### src/rtl/time_counter.sv
`default_nettype none
// ============================================================================
//  Module      : time_counter
//  Description : 24-hour clock with a one-second prescaler, a three-state
//                mode FSM for setting hours and minutes, and a registered
//                display multiplexer.
//  Revision    : 1.0 - initial release
// ============================================================================
module time_counter #(
    parameter int CLK_DIV = 100000000
) (
    input  logic       clk,
    input  logic       rst,
    input  logic       mode_btn,
    input  logic       inc_btn,
    input  logic [1:0] disp_sel,
    output logic [5:0] sec,
    output logic [5:0] min,
    output logic [5:0] hour,
    output logic [5:0] val,
    output logic [1:0] mode,
    output logic       sec_tick
);

    // Prescaler width is sized to hold CLK_DIV-1.
    localparam int             PW        = $clog2(CLK_DIV);
    localparam logic [PW-1:0]  PRESC_MAX = PW'(CLK_DIV - 1);

    typedef enum logic [1:0] {
        RUN      = 2'b00,
        SET_HOUR = 2'b01,
        SET_MIN  = 2'b10
    } state_t;

    state_t        state_q, state_d;
    logic [PW-1:0] presc_q, presc_d;
    logic [5:0]    sec_q, sec_d;
    logic [5:0]    min_q, min_d;
    logic [5:0]    hour_q, hour_d;
    logic [5:0]    val_q, val_d;
    logic          tick_q, tick_d;

    // Next-state logic: mode changes take priority over increments and ticks.
    always_comb begin
        state_d = state_q;
        presc_d = presc_q;
        sec_d   = sec_q;
        min_d   = min_q;
        hour_d  = hour_q;
        tick_d  = 1'b0;
        case (state_q)
            RUN: begin
                if (mode_btn) begin
                    state_d = SET_HOUR;
                    sec_d   = 6'd0;
                    presc_d = '0;
                end else if (presc_q == PRESC_MAX) begin
                    presc_d = '0;
                    tick_d  = 1'b1;
                    if (sec_q == 6'd59) begin
                        sec_d = 6'd0;
                        if (min_q == 6'd59) begin
                            min_d  = 6'd0;
                            hour_d = (hour_q == 6'd23) ? 6'd0 : hour_q + 6'd1;
                        end else begin
                            min_d = min_q + 6'd1;
                        end
                    end else begin
                        sec_d = sec_q + 6'd1;
                    end
                end else begin
                    presc_d = presc_q + 1'b1;
                end
            end
            SET_HOUR: begin
                presc_d = '0;
                if (mode_btn) begin
                    state_d = SET_MIN;
                end else if (inc_btn) begin
                    hour_d = (hour_q == 6'd23) ? 6'd0 : hour_q + 6'd1;
                end
            end
            SET_MIN: begin
                presc_d = '0;
                if (mode_btn) begin
                    state_d = RUN;
                end else if (inc_btn) begin
                    min_d = (min_q == 6'd59) ? 6'd0 : min_q + 6'd1;
                end
            end
            default: begin
                state_d = RUN;
                presc_d = '0;
            end
        endcase
    end

    // Display mux samples the current field values, adding one cycle of latency.
    always_comb begin
        val_d = 6'd0;
        case (disp_sel)
            2'b00:   val_d = sec_q;
            2'b01:   val_d = min_q;
            2'b10:   val_d = hour_q;
            default: val_d = 6'd0;
        endcase
    end

    // State registers with asynchronous active-low reset.
    always_ff @(posedge clk or negedge rst) begin
        if (!rst) begin
            state_q <= RUN;
            presc_q <= '0;
            sec_q   <= 6'd0;
            min_q   <= 6'd0;
            hour_q  <= 6'd0;
            val_q   <= 6'd0;
            tick_q  <= 1'b0;
        end else begin
            state_q <= state_d;
            presc_q <= presc_d;
            sec_q   <= sec_d;
            min_q   <= min_d;
            hour_q  <= hour_d;
            val_q   <= val_d;
            tick_q  <= tick_d;
        end
    end

    assign sec      = sec_q;
    assign min      = min_q;
    assign hour     = hour_q;
    assign val      = val_q;
    assign mode     = state_q;
    assign sec_tick = tick_q;

endmodule
`default_nettype wire

### config.mk
export PLATFORM = sky130hd
export DESIGN_NAME = time_counter
export DESIGN_NICKNAME = d
export VERILOG_FILES = /design/src/rtl/time_counter.sv
export SDC_FILE = /design/constraint.sdc
export NUM_CORES = 1
export LEC_CHECK = 0
export BUFFER_PORTS_ARGS = -buffer_cell sky130_fd_sc_hd__buf_2
export CORE_MARGIN = 4
export CORE_UTILIZATION = 31
export DETAILED_ROUTE_END_ITERATION = 10
export SLEW_MARGIN = 20
export SYNTH_ARGS = -nofsm -noshare
export SYNTH_HDL_FRONTEND = slang
export SYNTH_SLANG_ARGS = --single-unit
### constraint.sdc
create_clock -name clk -period 2.1 [get_ports clk]
set_clock_uncertainty 0.1 [all_clocks]
set_input_delay 0.105 -clock clk [delete_from_list [all_inputs] [get_ports clk]]
set_output_delay 0.105 -clock clk [all_outputs]
set_load 0.03 [all_outputs]
### Word-level counts from Yosys, hierarchy flattened

Cells that the tools add are included.

| word-level totals | value |
|---|---|
| register bits after elaboration | 54 |
| output and inout bits | 27 |
| word-level logic and storage cells | 68 |

| cells by class | value |
|---|---|
| add/subtract/negate cells | 4 |
| equality and inequality tests | 19 |
| multiplexer cells | 29 |
| reductions and logical operators | 9 |

Operators by type and width:

| cell | number |
|---|---|
| 6-bit two-way mux | 16 |
| 27-bit two-way mux | 3 |
| 27-bit by 1-bit adder with 27-bit output, second input constant | 1 |
| 27-bit equality test, second input constant | 1 |
| 6-bit one-hot mux with 2 select lines | 2 |
| 2-bit != test, second input constant | 11 |
| 6-bit by 1-bit adder with 6-bit output, second input constant | 3 |
| 6-bit one-hot mux with 3 select lines | 1 |
| 6-bit equality test, second input constant | 2 |
| 7-bit AND reduction | 1 |
| 6-bit by 5-bit equality test with 1-bit output, second input constant | 1 |
| 2-bit two-way mux | 3 |
| 2-bit one-hot mux with 3 select lines | 1 |
| 6-bit AND reduction | 1 |
| 2-bit nonzero test | 3 |
| 2-bit by 1-bit equality test with 1-bit output, second input constant | 2 |
| 2-bit equality test, second input constant | 2 |
| 2-bit zero test | 2 |
| 1-bit two-way mux | 3 |
| 3-bit AND reduction | 1 |
| 2-bit AND reduction | 1 |

### Logic depth before layout (Yosys ltp)

Gate-level depths: netlist (run 1).

| depth | value |
|---|---|
| depth in word-level cells | 7 |
| depth in mapped cells | 7 |
| gate-level depth less buffers | 6 |

### Worst setup path before layout (run 1)

Ideal clock, no wire load.

| timing path | value |
|---|---|
| path type | register to register |
| start point | reg sec_q[0], in the netlist sec[0] |
| end point | reg min_q[1], in the netlist min[1] |
| data arrival time | 1941 ps |
| data required time | 1875 ps |
| path slack | -66 ps |
| stages on the path, launching flop included | 7 |
| buffers on the path | 0 |
| cells stage by stage | dfrtp_1 ha_1 nand4b_1 nor2_1 and4_1 or2_2 mux2_2 |

| on the way | value |
|---|---|
| cells in the longest elaborated chain, start to end | 3 |

Ends and longest elaborated chain:

| what | RTL line | source |
|---|---|---|
| from (decl) | 37 | `logic [5:0] sec_q, sec_d;` |
| from (signal assigned) | 114 | `sec_q <= 6'd0;` |
| from (signal assigned) | 122 | `sec_q <= sec_d;` |
| 6-bit equality test | 60 | `if (sec_q == 6'd59) begin` |
| 2-bit != test (no source line) | n/a |  |
| 6-bit AND reduction (no source line) | n/a |  |
| to (signal assigned) | 123 | `min_q <= min_d;` |
| to (decl) | 38 | `logic [5:0] min_q, min_d;` |

No other way between the ends.
A chain may end at the register's enable or synchronous reset.

### Worst setup path in the final report (run 1)

| timing path | value |
|---|---|
| start point | reg presc_q[1] |
| end point | reg min_q[1], in the netlist min[1] |

| on the way | value |
|---|---|
| cells in the longest elaborated chain, start to end | 3 |

Ends and longest elaborated chain:

| what | RTL line | source |
|---|---|---|
| from (decl) | 36 | `logic [PW-1:0] presc_q, presc_d;` |
| from (signal assigned) | 121 | `presc_q <= presc_d;` |
| 27-bit equality test | 57 | `end else if (presc_q == PRESC_MAX) begin` |
| 2-bit != test (no source line) | n/a |  |
| 6-bit AND reduction (no source line) | n/a |  |

No other way between the ends.

==> impl_metrics.tcl, run 1 <==
set metrics [dict create \
    status "completed" \
    powerDensity_mw_per_mm2 855 \
    finalMaxSlewViolations 0 \
    final.setup.worst_slack_ns 0.0680 \
    cts_tree "yes" \
    path_buf_inv 0 \
    total_switching_power_mw 1.13 \
    max_freq_mhz 492 \
    critPathRequiredTime_ns 2.20 \
    slowest_stage "dfrtp_1" \
    hold_slack_ns 0.128 \
    cts.sinks 54 \
    start_util 0.323 \
    hold_path_class "input port to flop" \
    core-area_mm2 0.00885 \
    grt_max_degree 33 \
    routedWlPerCell_um 14.5 \
    synth_edf_count 0 \
    synth_warnings 0 \
    end_kind "flop" \
    max_cap_viol_count 0 \
    rsz0062_at_grt "yes" \
    areaGrowthSynthToFinish_pct 24.8 \
    leakage_nw 1.61 \
    fp-row-count 34 \
    die_width_um 104 \
    path_clk_slew_ns 0.10 \
    fp.dieH_um 104 \
    synth.area.top_cells "dfrtp_1 47%, nor2_1 5.6%, xor2_1 5.2%" \
    ios 33 \
    place_congestion 0.778 \
    power.internal_mw 1.92 \
    crit_family "simple AND/OR/NAND/NOR gates" \
    drtIter0Drc 79 \
    relSlewSlack 0.637 \
    max_stage_delay_ns 0.38 \
    synth_top_area_cell "dfrtp_1" \
    h-tree-depth 2 \
    antenna_found_initial 0 \
    synth_seq_area_share 0.473 \
    grt_overflow 0 \
    reg2reg_slack_ns 0.07 \
    antenna_cells 0 \
    multi_input_area_mm2 0.00150 \
    syn-mean-instance-area_um2 9.89 \
    drt-total-wl_um 6750 \
    vias 2394 \
    tightest_slew_ns 0.545 \
    hpwl_um 4830 \
    ant_nets 0 \
    grt_pass1_vias 2347 \
    synthArstFlopShare 1.00 \
    dp.cells 450 \
    power_frac_clock 0.229 \
    seqCellArea_mm2 0.00136 \
    worstPathArrival_ns 2.13 \
    die_area_mm2 0.0108 \
    drt-pass1-iter-count 4 \
    drive_gt1_frac 0.272 \
    path_cells "ha_2 -> nand3_4 -> nor4_4 -> and4_4 -> or2_4 -> mux2_4" \
    yosysMostFrequentCell "dfrtp_1" \
    irDropWorstVdd_mv 0.321 \
    port_buffers 32 \
    final_util 0.403 \
    cts.path.max_buffers 2 \
    hold_violations 0 \
    drc 0 \
    nFillCells 884 \
    synth_nets 299 \
    min_period_ns 2.03 \
    cts_made_buffers 5 \
    combPwrFrac 0.342 \
    syn_area_mm2 0.00286 \
    switching_share 0.370 \
    via_per_inst 5.16 \
    synth_ff_type "dfrtp_1" \
    clock_latency_ns 0.31 \
    grt_usage 0.125 \
    synth_common_cells "54 x dfrtp_1, 43 x nor2_1, 22 x nand2_1" \
    stdcell_count 464 \
    finish.net_count 365 \
    synth_top_area_frac 0.473 \
    place_ws_ns 0.0135 \
    seqPwrFrac 0.429 \
    ys_ff_latch 54 \
    period_share 0.968 \
    path_class "flop to flop" \
    critical_path.max_fanout 4 \
    cp-start-kind "flop" \
    grt_pass1_wl_um 11300 \
    postSynthCellCount 289 \
    finalSetupViolCount 0 \
    ys_types 53 \
    root_buffer "clkbuf_8" \
]
-- registers in the layout, summed over array words and instances (netlist names) --
signal	cells
min	6
sec	6
sec_tick	1
hour	6
mode	2
presc_q	27
val	6
-- path summary, 6_finish.rpt --
path / startpoint / endpoint / depth (start not counted)
max reg2reg: presc_q[1] / min[1] / 6
min reg2reg: presc_q[0] / presc_q[0] / 2
max: presc_q[1] / min[1] / 6
min in group asynchronous: rst / presc_q[14] / 2
min: mode_btn / mode[1] / 3
max in group asynchronous: rst / mode[0] / 3
-- power by group through the flow --
stage | sequential (mW) | combinational [mW] | clock (mW)
final | 1.31 | 1.04 | 0.697
after global routing | 1.33 | 1.14 | 0.776
after CTS | 1.31 | 1.02 | 0.724
after detailed placement | 1.32 | 1.01 | 0
after global placement | 1.32 | 1.00 | 0
after floorplan | 1.54 | 0.390 | 0
-- worst min-delay path, delay by kind of cell --
family          cells  cell delay, ns
buf+inv             1            0.22
simple gates        1            0.10
compound gates      1            0.07
-- cells in the final DEF, fill, tap and decap left out, types with 2 or more instances in the layout --
| cell | instances |
|---|---|
| nor2b_1 | 4 |
| xor2_1 | 17 |
| buf_12 | 2 |
| nor4_2 | 2 |
| buf_4 | 29 |
| ha_1 | 3 |
| mux2i_1 | 7 |
| nand4b_1 | 4 |
| nor3_1 | 8 |
| nand4_1 | 9 |
| nor3b_1 | 3 |
| o21ai_0 | 16 |
| mux2_2 | 4 |
| o2bb2ai_1 | 2 |
| and3_1 | 8 |
| clkbuf_8 | 5 |
| o41ai_2 | 3 |
| a22oi_1 | 2 |
| dfrtp_1 | 51 |
| nand3b_1 | 4 |
| nor2_1 | 43 |
| dlygate4sd3_1 | 2 |
| dfrtp_2 | 3 |
| or3_1 | 2 |
| nand3_1 | 18 |
| xnor2_1 | 11 |
| nand2_1 | 22 |
| inv_1 | 5 |
| buf_2 | 32 |
-- final cells by class --
type,instances,area share
multi-input cells,223,0.420
inverters,5,0.00526
clock inverters,2,0.0105
repair buffers,66,0.126
clock buffers,6,0.0203
flip-flops and latches,54,0.380
well taps,108,0.0379
-- per-layer routing --
| metal | GRT usage | vias up | part of all wire |
|---|---|---|---|
| met3 | 0.0304 | 4 | 0.043 |
| met1 | 0.158 | 1179 | 0.46 |
| met5 | 0 | - | 0 |
| met4 | 0.0285 | 0 | 0.0090 |
| li1 | - | 1162 | - |
| met2 | 0.217 | 49 | 0.49 |
-- logic make-up (layout without fill, tap and decap cells) --
kind of cell,count (synthesis),after routing,synth area share
DFF,54,54,0.473
AOI/OAI and AO/OA,36,36,0.0888
and+or+nand+nor,143,143,0.274
adders and majority gates,4,4,0.0175
xor gates and xnor gates,28,28,0.0858
muxes,12,12,0.0442
buffers and inverters,12,79,0.0175
-- what timing repair did --
item,in CTS,in global routing
hold endpoints to repair,28,0
resized for setup,0,10
buffers inserted,0,4
hold buffers,2,0
endpoints found under the setup margin,0,37
-- through the flow --
step / total power [mW] / TNS, ns / instance area (um^2)
after CTS: 3.05 / 0 / 3490
after global routing: 3.24 / -0.285 / 3570
after global placement: 2.32 / 0 / 3360
final: 3.05 / 0 / 3570
after detailed placement: 2.34 / 0 / 3360
after floorplan: 1.93 / 0 / 2860
No activity file was read; power rests on OpenSTA's default activity.
==> run 2, diff against run 1 <==
PLACE_DENSITY = 0.57   (was unset)
==> impl_metrics.tcl, run 2 (synthesized netlist as in run 1, its figures left out) <==
set metrics [dict create \
    fp-row-count 34 \
    drtIter0Drc 119 \
    max_freq_mhz 493 \
    clock_latency_ns 0.32 \
    crit_start "presc_q[1]" \
    final_common_cell "dfrtp_1" \
    die_width_um 104 \
    antenna_cells 0 \
    place_congestion 0.801 \
    drc 0 \
    grt_pass1_wl_um 11400 \
    largest_reg_flops 27 \
    r2r_cells 6 \
    relSlewSlack 0.604 \
    ios 33 \
    cp-start-kind "flop" \
    root_buffer "clkbuf_8" \
    postCtsSetupBuffers 0 \
    path_clk_slew_ns 0.10 \
    final_cell_mix "51 x dfrtp_1, 43 x nor2_1, 32 x buf_2" \
    slowest_stage "dfrtp_1" \
    antenna_found_initial 0 \
    h-tree-depth 2 \
    drt-pass1-iter-count 4 \
    max_cap_viol_count 0 \
    hold_path_class "input port to flop" \
    via_per_inst 4.97 \
    cts_tree "yes" \
    use_met3 0.0267 \
    critPathRequiredTime_ns 2.20 \
    start_util 0.323 \
    irDropWorstVdd_mv 0.282 \
    grt_pass1_vias 2302 \
    powerDensity_mw_per_mm2 898 \
    port_buffers 32 \
    fp.dieH_um 104 \
    final.setup.worst_slack_ns 0.0697 \
    timing.critical_path.to "hour[1]" \
    drive_gt1_frac 0.267 \
    finish.net_count 365 \
    die_area_mm2 0.0108 \
    critical_path.max_fanout 5 \
    final_util 0.402 \
    routedWlPerCell_um 14.1 \
    grt_usage 0.128 \
    status "completed" \
    rsz0062_at_grt "yes" \
    crit_family "simple AND/OR/NAND/NOR gates" \
    worstReg2RegStart "presc_q[1]" \
    grt_max_degree 27 \
    cts.sinks 54 \
    top_usage_layer "met2" \
    period_share 0.967 \
    finalMaxSlewViolations 0 \
    hpwl_um 4840 \
    vias 2308 \
    tightest_slew_ns 0.594 \
    r2r_end "hour[1]" \
    path_depth 6 \
    drt-total-wl_um 6550 \
    end_kind "flop" \
    grt_overflow 0 \
    grt.met2_usage 0.199 \
    worstPathArrival_ns 2.13 \
    reg2reg_slack_ns 0.07 \
    leakage_nw 1.62 \
    cts_made_buffers 5 \
    min_period_ns 2.03 \
    grtUsageMet1 0.176 \
    path_class "flop to flop" \
    max_stage_delay_ns 0.37 \
    path_buf_inv 0 \
    place_ws_ns 0.0672 \
    path_cells "ha_1 -> nand3_2 -> nor4_4 -> a21oi_1 -> nand3b_1 -> mux2_2" \
    ant_nets 0 \
    regMostFlops "presc_q" \
    hold_violations 0 \
    finalSetupViolCount 0 \
    areaGrowthSynthToFinish_pct 24.4 \
    cts.path.max_buffers 2 \
    core-area_mm2 0.00885 \
]
-- run 2: tightest hold or removal path: stages --
cell	delay [ns]
buf_2	0.16
mux2i_1	0.15
o21ai_0	0.08
-- run 2: metal layers --
metal | wire length [um] | up-vias
met2 | 3030 | 40
met5 | 0 | -
met1 | 3200 | 1101
met4 | 99 | 0
met3 | 231 | 7
li1 | - | 1160
-- run 2: worst min path at each step --
stage	startpoint	end	slack, ns	cells past startpoint
2_1_floorplan	rst	hour[0]	-0.29	0
3_3_place_gp	rst	presc_q[15]	0.04	1
3_5_place_dp	rst	presc_q[15]	0.05	1
4_1_cts	disp_sel[0]	val[3]	0.11	3
5_1_grt	disp_sel[0]	val[3]	0.13	3
6_report	disp_sel[0]	val[3]	0.12	3
-- run 2: power breakdown --
group / total, mW / switching, mW / internal (mW)
Combinational: 1.04 / 0.658 / 0.386
Clock: 0.866 / 0.357 / 0.509
Sequential: 1.28 / 0.115 / 1.17
-- run 2: what timing repair did --
| item | in CTS | in global routing |
|---|---|---|
| endpoints found under the setup margin | 0 | 5 |
| gates resized for setup | 0 | 3 |
| hold buffers | 2 | 0 |
| hold endpoints to repair | 30 | 0 |
-- run 2: metrics by stage --
step	total power [mW]	hold slack [ns]	cell area [um^2]	setup TNS (ns)	cells
floorplan	1.93	-0.291	2860	0	289
global placement	2.34	0.0408	3380	0	454
detailed placement	2.35	0.0539	3380	0	454
CTS	3.23	0.108	3540	0	464
global route	3.37	0.131	3560	-0.0284	464
finish	3.19	0.121	3560	0	464
-- run 2: cell type report --
cell class,instances,area [um^2]
clock buffer,6,82.6
clock inverter,2,60.1
fill,882,5290
inverter,5,18.8
multi-input combinational,223,1470
sequential,54,1360
tap,108,135
timing repair buffer,66,433
==> run 3, diff against run 2 <==
CORE_MARGIN = 8   (was 4)
==> impl_metrics.tcl, run 3 (synthesized netlist as in run 1, its figures left out) <==
set metrics [dict create \
    met2WireLength_um 3330 \
    grt_overflow 0 \
    via_per_inst 5.12 \
    status "completed" \
    die_area_mm2 0.0126 \
    vias 2379 \
    max_cap_viol_count 0 \
    grt_pass1_vias 2379 \
    path_class "flop to flop" \
    irDropWorstVdd_mv 0.339 \
    worstReg2RegStart "presc_q[16]" \
    nFillCells 921 \
    regMostFlops "presc_q" \
    fp-row-count 35 \
    antenna_found_initial 0 \
    start_util 0.314 \
    leakage_nw 1.60 \
    critical_path.max_fanout 5 \
    hold_violations 0 \
    reg2reg_slack_ns 0.06 \
    power_frac_clock 0.205 \
    drtIter0Drc 76 \
    path_cells "nand4_1 -> nor4_4 -> a21oi_1 -> nand3b_1 -> mux2_2" \
    slowest_stage "nor4_4" \
    period_share 0.970 \
    areaGrowthSynthToFinish_pct 23.1 \
    place_congestion 0.824 \
    routedWlPerCell_um 14.9 \
    grt_max_degree 31 \
    max_freq_mhz 491 \
    cts_tree "yes" \
    hold_slack_ns 0.130 \
    relSlewSlack 0.518 \
    final_cell_mix "51 x dfrtp_1, 43 x nor2_1, 32 x buf_2" \
    route.top_layer_used "met4" \
    ios 33 \
    path_depth 5 \
    r2r_cells 5 \
    clock_latency_ns 0.30 \
    max_stage_delay_ns 0.44 \
    hpwl_um 4990 \
    cp-start-kind "flop" \
    crit_family "simple AND/OR/NAND/NOR gates" \
    powerDensity_mw_per_mm2 837 \
    finalSetupViolCount 0 \
    finalMaxSlewViolations 0 \
    drive_gt1_frac 0.263 \
    path_clk_slew_ns 0.10 \
    drt-total-wl_um 6940 \
    tightest_slew_ns 0.723 \
    place_ws_ns 0.0403 \
    die_width_um 112 \
    total_switching_power_mw 1.13 \
    multi_input_area_mm2 0.00148 \
    grt_usage 0.110 \
    h-tree-depth 2 \
    r2r_end "hour[1]" \
    finish.net_count 363 \
    drt-pass1-iter-count 4 \
    crit_start "presc_q[16]" \
    fp.dieH_um 112 \
    final.setup.worst_slack_ns 0.0630 \
    ant_nets 0 \
    largest_reg_flops 27 \
    wl_met3_um 398 \
    switching_share 0.383 \
    grt_pass1_wl_um 11500 \
    path_buf_inv 0 \
    rsz0062_at_grt "yes" \
    seqPwrFrac 0.436 \
    min_period_ns 2.04 \
    combPwrFrac 0.359 \
    seqCellArea_mm2 0.00136 \
    drc 0 \
    timing.critical_path.to "hour[1]" \
    port_buffers 32 \
    cts.path.max_buffers 2 \
    end_kind "flop" \
    critPathRequiredTime_ns 2.19 \
    power.internal_mw 1.82 \
    met1Wirelength_um 3170 \
    core-area_mm2 0.00911 \
    worstPathArrival_ns 2.13 \
    cts.sinks 54 \
    final_common_cell "dfrtp_1" \
    antenna_cells 0 \
    root_buffer "clkbuf_8" \
    cts_made_buffers 5 \
    hold_path_class "input port to flop" \
    final_util 0.386 \
]
run 3: changes by cell type in the layout (fill, tap and decap cells not counted), sizes merged:
cell / delta
buf: -2
bufinv: -2
clkbuf: +1
clkinv: +1
run 3: what timing repair did:
action | CTS | global route
buffers inserted | 0 | 2
hold buffers | 2 | 0
endpoints found under the setup margin | 0 | 36
endpoints found under the hold margin | 35 | 0
gates resized for setup | 0 | 7
run 3: per-layer routing:
metal / vias up / track usage
met5: - / 0
met4: 0 / 0.0180
met3: 6 / 0.0311
met2: 57 / 0.181
met1: 1159 / 0.142
li1: 1157 / -
run 3: per-stage QoR:
step / cell area (um^2) / instances / power, mW / setup TNS, ns
floorplan: 2860 / 289 / 1.93 / 0
global placement: 3370 / 453 / 2.34 / 0
detailed placement: 3370 / 453 / 2.36 / 0
CTS: 3480 / 463 / 2.98 / 0
global route: 3520 / 465 / 3.13 / -0.538
finish: 3520 / 465 / 2.94 / 0
run 3: area by class of cell:
cell class / count / share of cell area
tap: 111 / 0.0395
inverter: 5 / 0.00533
multi-input combinational: 223 / 0.421
timing repair buffer: 64 / 0.123
clock buffer: 7 / 0.0245
clock inverter: 1 / 0.00142
sequential: 54 / 0.385
run 3: worst min-delay path, cell delays in order:
cell and delay [ns]:
buf_2 0.21, nand2_1 0.10, o22ai_1 0.07
run 3: worst min-delay path by stage:
stage,from,endpoint,slack [ns],cells after the start
after global routing,mode_btn,mode[1],0.13,3
after floorplan,rst,hour[0],-0.29,0
after global placement,rst,val[4],0.1,1
after CTS,mode_btn,mode[1],0.12,3
after detailed placement,rst,val[2],0.11,1
final,mode_btn,mode[1],0.13,3
run 3: power groups by stage:
| stage | logic, mW | registers [mW] | clock network, mW |
|---|---|---|---|
| after floorplan | 0.390 | 1.54 | 0 |
| after global placement | 1.04 | 1.30 | 0 |
| after detailed placement | 1.05 | 1.31 | 0 |
| after CTS | 1.06 | 1.29 | 0.634 |
| after global routing | 1.15 | 1.31 | 0.677 |
| final | 1.06 | 1.28 | 0.605 |
